[src/rtl/pong_pkg.sv]
// Shared types for the Pong match sequencer: state encodings and index-width helper.
// Used by match_controller and score_bank; WIN_BY_TWO_EN selects the lead rule in score_bank.
package pong_pkg;

    typedef enum logic [2:0] {
        ST_IDLE     = 3'd0,
        ST_SERVE    = 3'd1,
        ST_PLAY     = 3'd2,
        ST_PAUSE    = 3'd3,
        ST_POINT    = 3'd4,
        ST_LEVEL_UP = 3'd5,
        ST_OVER     = 3'd6
    } match_state_e;

    // Player index width; never below one bit so two players still get a real port.
    function automatic int unsigned player_idx_w(input int unsigned n);
        return (n <= 2) ? 1 : $clog2(n);
    endfunction

endpackage

[src/rtl/score_bank.sv]
// Per-player saturating score counters plus the level-won decision for the current scorer.
// WIN_BY_TWO_EN defined: the scorer must also lead every other player by two.
module score_bank
    import pong_pkg::*;
#(
    parameter int unsigned NUM_PLAYERS   = 2,
    parameter int unsigned SCORE_W       = 4,
    parameter int unsigned POINTS_TO_WIN = 7
) (
    input  logic                               clk,
    input  logic                               reset,
    input  logic                               clr,
    input  logic                               inc,
    input  logic [player_idx_w(NUM_PLAYERS)-1:0] inc_idx,
    input  logic [player_idx_w(NUM_PLAYERS)-1:0] chk_idx,
    output logic [NUM_PLAYERS*SCORE_W-1:0]     scores,
    output logic                               level_won_c
);

    localparam int unsigned IW        = player_idx_w(NUM_PLAYERS);
    localparam int unsigned MAX_SCORE = (2 ** SCORE_W) - 1;

    logic [SCORE_W-1:0] score_q [NUM_PLAYERS];
    logic [SCORE_W-1:0] score_d [NUM_PLAYERS];
    logic [SCORE_W-1:0] top_c;

    always_comb begin
        for (int i = 0; i < NUM_PLAYERS; i++) begin
            score_d[i] = score_q[i];
            if (clr) begin
                score_d[i] = '0;
            end else if (inc && (inc_idx == IW'(i)) && (score_q[i] != SCORE_W'(MAX_SCORE))) begin
                score_d[i] = score_q[i] + SCORE_W'(1);
            end
        end
    end

    always_ff @(posedge clk) begin
        if (reset) begin
            score_q <= '{default: '0};
        end else begin
            score_q <= score_d;
        end
    end

    always_comb begin
        scores = '0;
        for (int i = 0; i < NUM_PLAYERS; i++) begin
            scores[i*SCORE_W +: SCORE_W] = score_q[i];
        end
    end

    // Judged on the registered scores, i.e. the cycle after the increment.
    always_comb begin
        top_c = '0;
        for (int i = 0; i < NUM_PLAYERS; i++) begin
            if (chk_idx == IW'(i)) begin
                top_c = score_q[i];
            end
        end
        level_won_c = (32'(top_c) >= POINTS_TO_WIN);
`ifdef WIN_BY_TWO_EN
        for (int i = 0; i < NUM_PLAYERS; i++) begin
            if ((chk_idx != IW'(i)) && ((32'(score_q[i]) + 32'd2) > 32'(top_c))) begin
                level_won_c = 1'b0;
            end
        end
`endif
    end

endmodule

[src/rtl/match_controller.sv]
// Pong match sequencer: serve/play/pause/point/level-up/game-over flow with registered outputs.
// WIN_BY_TWO_EN (see score_bank) switches level wins to the two-point-lead rule.
module match_controller
    import pong_pkg::*;
#(
    parameter int unsigned NUM_PLAYERS   = 2,
    parameter int unsigned POINTS_TO_WIN = 7,
    parameter int unsigned MAX_LEVEL     = 7,
    parameter int unsigned SERVE_TICKS   = 60,
    parameter int unsigned SCORE_W       = 4,
    parameter int unsigned LEVEL_W       = 3
) (
    input  logic                               clk,
    input  logic                               reset,
    input  logic                               tick,
    input  logic                               start,
    input  logic                               pause_req,
    input  logic [NUM_PLAYERS-1:0]             point,
    output logic                               game_on,
    output logic                               round_rst,
    output logic [NUM_PLAYERS*SCORE_W-1:0]     score,
    output logic [LEVEL_W-1:0]                 level,
    output logic                               lvl_up,
    output logic                               win,
    output logic [player_idx_w(NUM_PLAYERS)-1:0] winner,
    output logic [2:0]                         state
);

    localparam int unsigned IW    = player_idx_w(NUM_PLAYERS);
    localparam int unsigned CNT_W = $clog2(SERVE_TICKS + 1);

    match_state_e        state_q, state_d;
    logic [CNT_W-1:0]    cnt_q, cnt_d;
    logic [LEVEL_W-1:0]  level_q, level_d;
    logic [IW-1:0]       winner_q, winner_d;
    logic [IW-1:0]       scorer_q, scorer_d;
    logic                pause_q;
    logic                game_on_q, game_on_d;
    logic                round_rst_q, round_rst_d;
    logic                lvl_up_q, lvl_up_d;
    logic                win_q, win_d;
    logic                clr_c, inc_c, level_won_c, pause_rise_c;
    logic [IW-1:0]       low_idx_c;

    score_bank #(
        .NUM_PLAYERS   (NUM_PLAYERS),
        .SCORE_W       (SCORE_W),
        .POINTS_TO_WIN (POINTS_TO_WIN)
    ) u_score_bank (
        .clk         (clk),
        .reset       (reset),
        .clr         (clr_c),
        .inc         (inc_c),
        .inc_idx     (low_idx_c),
        .chk_idx     (scorer_q),
        .scores      (score),
        .level_won_c (level_won_c)
    );

    // Lowest set point bit wins; simultaneous scorers are dropped.
    always_comb begin
        low_idx_c = '0;
        for (int i = NUM_PLAYERS - 1; i >= 0; i--) begin
            if (point[i]) begin
                low_idx_c = IW'(i);
            end
        end
    end

    assign pause_rise_c = pause_req & ~pause_q;

    always_comb begin
        state_d  = state_q;
        cnt_d    = (state_q == ST_SERVE) ? cnt_q : '0;
        level_d  = level_q;
        winner_d = winner_q;
        scorer_d = scorer_q;
        clr_c    = 1'b0;
        inc_c    = 1'b0;

        case (state_q)
            ST_IDLE, ST_OVER: begin
                if (start) begin
                    state_d = ST_SERVE;
                    clr_c   = 1'b1;
                    level_d = LEVEL_W'(1);
                end
            end
            ST_SERVE: begin
                if (tick) begin
                    if (cnt_q == CNT_W'(SERVE_TICKS - 1)) begin
                        state_d = ST_PLAY;
                    end else begin
                        cnt_d = cnt_q + CNT_W'(1);
                    end
                end
            end
            ST_PLAY: begin
                if (|point) begin
                    state_d  = ST_POINT;
                    inc_c    = 1'b1;
                    scorer_d = low_idx_c;
                end else if (pause_rise_c) begin
                    state_d = ST_PAUSE;
                end
            end
            ST_PAUSE: begin
                if (pause_rise_c) begin
                    state_d = ST_PLAY;
                end
            end
            ST_POINT: begin
                if (level_won_c) begin
                    if (level_q == LEVEL_W'(MAX_LEVEL)) begin
                        state_d  = ST_OVER;
                        winner_d = scorer_q;
                    end else begin
                        state_d = ST_LEVEL_UP;
                        level_d = level_q + LEVEL_W'(1);
                        clr_c   = 1'b1;
                    end
                end else begin
                    state_d = ST_SERVE;
                end
            end
            ST_LEVEL_UP: begin
                state_d = ST_SERVE;
            end
            default: begin
                state_d = ST_IDLE;
            end
        endcase

        game_on_d   = (state_d == ST_PLAY);
        round_rst_d = (state_d == ST_IDLE) || (state_d == ST_SERVE) ||
                      (state_d == ST_LEVEL_UP) || (state_d == ST_OVER);
        lvl_up_d    = (state_d == ST_LEVEL_UP);
        win_d       = (state_d == ST_OVER) && (state_q != ST_OVER);
    end

    always_ff @(posedge clk) begin
        if (reset) begin
            state_q     <= ST_IDLE;
            cnt_q       <= '0;
            level_q     <= LEVEL_W'(1);
            winner_q    <= '0;
            scorer_q    <= '0;
            pause_q     <= 1'b0;
            game_on_q   <= 1'b0;
            round_rst_q <= 1'b1;
            lvl_up_q    <= 1'b0;
            win_q       <= 1'b0;
        end else begin
            state_q     <= state_d;
            cnt_q       <= cnt_d;
            level_q     <= level_d;
            winner_q    <= winner_d;
            scorer_q    <= scorer_d;
            pause_q     <= pause_req;
            game_on_q   <= game_on_d;
            round_rst_q <= round_rst_d;
            lvl_up_q    <= lvl_up_d;
            win_q       <= win_d;
        end
    end

    assign game_on   = game_on_q;
    assign round_rst = round_rst_q;
    assign level     = level_q;
    assign lvl_up    = lvl_up_q;
    assign win       = win_q;
    assign winner    = winner_q;
    assign state     = state_q;

endmodule

[config.mk]
export PLATFORM = sky130hd
export DESIGN_NAME = match_controller
export DESIGN_NICKNAME = d
export VERILOG_FILES = /design/src/rtl/pong_pkg.sv /design/src/rtl/score_bank.sv /design/src/rtl/match_controller.sv
export SDC_FILE = /design/constraint.sdc
export NUM_CORES = 1
export LEC_CHECK = 0
export CAP_MARGIN = 20
export CELL_PAD_IN_SITES_DETAIL_PLACEMENT = 2
export CELL_PAD_IN_SITES_GLOBAL_PLACEMENT = 2
export CORE_UTILIZATION = 33
export DETAILED_ROUTE_END_ITERATION = 6
export GPL_ROUTABILITY_DRIVEN = 1
export PLACE_DENSITY = 0.84
export SLEW_MARGIN = 5
export SYNTH_ARGS = -nofsm -noshare
export SYNTH_HDL_FRONTEND = slang
export SYNTH_HIERARCHICAL = 1
export SYNTH_SLANG_ARGS = --single-unit
[constraint.sdc]
create_clock -name clk -period 4.84 [get_ports clk]
set_input_delay 0.484 -clock clk [delete_from_list [all_inputs] [get_ports clk]]
set_output_delay 0.484 -clock clk [all_outputs]
set_load 0.005 [all_outputs]
==> qor.txt <==
final antenna diode count: 0
vias in the first global route: 1,387
synthesis-to-finish area growth: 23.6%
WP buf/inv: 1
pin slew with the least headroom to its limit: 0.603 ns
Top FF cell, synth: sky130_fd_sc_hd__dfxtp_1
CTS tree: yes
Initial DRT Pass Iterations: 4
number of distinct library cell variants in the gate-level netlist after synthesis: 51
crit path cell chain: clkdlybuf4s50_1
via count normalized by instance count: 5.64
maximum number of pins on one net before global-route repair: 18
WS Path Type: reg2out
post-route insts no fill: 227
R2R Setup Slk: 2.84 ns
via count: 1,281
Top delay family on crit path: flip-flops
DRC Markers: 0
flops & latches, synth: 27
HP Class: reg2reg
number of synthesis warnings: 6
total negative slack for setup checks: 0 ns
critical path startpoint category: register
number of maximum-capacitance violations: 0
total core area: 0.00400 mm2
clock period minus worst slack: 2.10 ns
crit path DAT: 1.62 ns
Final Core Density: 42.7%
proportion of synthesized chip area in sequential cells: 39.1%
Final Cycle Share: 43.4%
Mean Syn Cell Area: 9.03 um2
half-perimeter wire length of the detailed placement result: 2.94 mm
kind of capture point of the worst setup path: output pin
Vert. Die Dim: 66.7 um
count of final hold-check violations: 0
routed wire length: 3.98 mm
async set or reset register ratio after synthesis: 0%
fraction of final layout cells with drive strength greater than 1: 8.47%
Iter 0 DRT Violations: 51
CTS resizes: 0
Hold-fix buffers, CTS: 0
post-layout total power: 0.390 mW
Finished Cell Area: 0.00171 mm2
Initial Util: 34.5%
remaining number of nets flagged by the antenna check after routing: 0
synthesized netlist cell count: 153
unrepaired setup endpoints after global routing: false
net count of the mapped netlist: 165
maximum single-stage delay on the critical path: 0.72 ns
number of flops mapped to enable cells by yosys: 0
global placement routability congestion: 0.777
wire length of the first global-routing pass: 6.66 mm
DIE WIDTH: 66.7 um
Area after DPL: 0.00166 mm2
maximum frequency from static timing analysis: 476 MHz
WL/cell: 17.5 um
cell area after synthesis: 0.00138 mm2
number of levels the H-tree was split into: 1
result of the run: finished clean
number of clock sinks: 27
later-pin clock latency in the skew report: 0.28 ns
fin nets: 190
Post-Route Skew: 0.00632 ns
number of setup buffers added after CTS: 0
count of port buffers added during placement: 25
initial antenna violation count: 0
Cells after DPL: 223
die area: 0.00445 mm2
number of core rows: 23
clock buffer count from CTS: 3
Remaining Overflow, GRT: 0
leak pwr: 0.594 nW
maximum fanout count along the critical path: 17
ports placed on the boundary: 26
max-slew violation total from the final report: 0
maximum vdd ir drop: 0.127 mV
final setup violating endpoints: 0
deepest clock path buffer count: 2
clock-pin transition on the worst setup and hold timing paths: 0.10 ns
Power Density: 229 mW/mm2
library cell used as clock root buffer: sky130_fd_sc_hd__clkbuf_8
critical path required time: 4.36 ns
max-slew headroom at the worst pin: 59.8%
global router's overall resource usage: 19.8%
Max stage delay cell, worst path: sky130_fd_sc_hd__dfxtp_1
## flip-flops by register name, indices dropped and copies added, names as in the netlist
| register | flops |
|---|---|
| lvl_up | 1 |
| state | 3 |
| scorer_q | 1 |
| winner | 1 |
| cnt_q | 6 |
| game_on | 1 |
| u_score_bank/scores | 8 |
| pause_q | 1 |
| win | 1 |
| round_rst | 1 |
| level | 3 |
## placed cells by master (no fill, tap or decap), types with 2 or more instances in the layout
cell type                         Yosys  routed
sky130_fd_sc_hd__a211oi_1             2       2
sky130_fd_sc_hd__a21oi_1             12      12
sky130_fd_sc_hd__a22oi_1              2       2
sky130_fd_sc_hd__and3_1               2       2
sky130_fd_sc_hd__and4b_2              2       2
sky130_fd_sc_hd__clkbuf_8             0       3
sky130_fd_sc_hd__clkdlybuf4s50_1      0      25
sky130_fd_sc_hd__dfxtp_1             27      27
sky130_fd_sc_hd__ha_1                 5       5
sky130_fd_sc_hd__inv_1                5       5
sky130_fd_sc_hd__nand2_1              5       5
sky130_fd_sc_hd__nand2b_1             5       5
sky130_fd_sc_hd__nand3_1              4       4
sky130_fd_sc_hd__nand3b_1             3       3
sky130_fd_sc_hd__nand4_1              2       2
sky130_fd_sc_hd__nor2_1              12      12
sky130_fd_sc_hd__nor2b_1              8       8
sky130_fd_sc_hd__nor3_1               6       6
sky130_fd_sc_hd__nor3b_2              3       3
sky130_fd_sc_hd__nor4_1               2       2
sky130_fd_sc_hd__o21ai_0              7       7
sky130_fd_sc_hd__or3_1                5       5
sky130_fd_sc_hd__xor2_1               3       3
## cell families after synthesis
group / Yosys count / synth area share, %
AO/OA/AOI/OAI: 38 / 18.8
XOR/XNOR: 3 / 1.90
adder cells (fa/ha/maj): 5 / 4.53
buffers and inverters: 10 / 3.71
flip-flops: 27 / 39.1
multiplexers: 2 / 1.54
AND/OR/NAND/NOR: 68 / 30.4
## cell usage after synthesis (2+ instances only)
cell type                  instances  area (um2)
sky130_fd_sc_hd__a21oi_1          12        60.1
sky130_fd_sc_hd__nor3b_2           3        37.5
sky130_fd_sc_hd__nand3_1           4        20.0
sky130_fd_sc_hd__nand3b_1          3        22.5
sky130_fd_sc_hd__nand2_1           5        18.8
sky130_fd_sc_hd__nand2b_1          5        31.3
sky130_fd_sc_hd__nand4_1           2        12.5
sky130_fd_sc_hd__o21ai_0           7        35.0
sky130_fd_sc_hd__nor2b_1           8        50.1
sky130_fd_sc_hd__or3_1             5        31.3
sky130_fd_sc_hd__nor4_1            2        12.5
sky130_fd_sc_hd__a211oi_1          2        15.0
sky130_fd_sc_hd__a22oi_1           2        15.0
sky130_fd_sc_hd__inv_1             5        18.8
sky130_fd_sc_hd__nor3_1            6        30.0
sky130_fd_sc_hd__xor2_1            3        26.3
sky130_fd_sc_hd__ha_1              5        62.6
sky130_fd_sc_hd__and3_1            2        12.5
sky130_fd_sc_hd__dfxtp_1          27         541
sky130_fd_sc_hd__and4b_2           2        22.5
sky130_fd_sc_hd__buf_2             2        10.0
sky130_fd_sc_hd__nor2_1           12        45.0
## layer usage
metal | track usage, % | share of wire [%] | vias to the layer above
met2 | 37.0 | 52 | 29
met1 | 23.1 | 44 | 633
met4 | 5.59 | 1.4 | 0
met3 | 2.74 | 2.6 | 8
li1 | - | - | 611
met5 | 0 | 0 | -
## final cells by class
class                           count  area [um2]
Timing Repair Buffer               25         250
Fill cell                         437        2290
Sequential cell                    27         541
Multi-Input combinational cell    116         790
Inverter                            5        18.8
Tap cell                           50        62.6
Clock buffer                        4        45.0
## stage by stage
step | setup WS [ns] | hold slack [ns]
2_1_floorplan | 3.07 | 0.453
5_1_grt | 2.66 | 0.525
3_5_place_dp | 2.63 | 0.482
3_3_place_gp | 2.74 | 0.464
4_1_cts | 2.73 | 0.514
6_report | 2.74 | 0.506
## power by group
group / internal, mW / switching (mW) / total [mW]
Combinational: 0.0140 / 0.0161 / 0.0300
Clock: 0.0592 / 0.0745 / 0.134
Sequential: 0.224 / 0.00316 / 0.227
## path summary, 6_finish.rpt
check                                       startpoint       end  cells past startpoint
worst max-delay path                          state[2]  state[2]                      1
worst min register to register                  winner    winner                      2
worst min-delay path                            winner    winner                      2
worst max register to register  u_score_bank/scores[2]  level[2]                      7
## worst reg2reg max path: stages, from the launching register on
cell                       delay, ns
sky130_fd_sc_hd__dfxtp_1        0.41
sky130_fd_sc_hd__and3_1         0.24
sky130_fd_sc_hd__nor3_1         0.06
sky130_fd_sc_hd__a31oi_1        0.28
sky130_fd_sc_hd__nand3b_1       0.13
sky130_fd_sc_hd__a311o_1        0.41
sky130_fd_sc_hd__a22oi_1        0.29
sky130_fd_sc_hd__nor2_1         0.07
(Power assumes the default switching activity.)
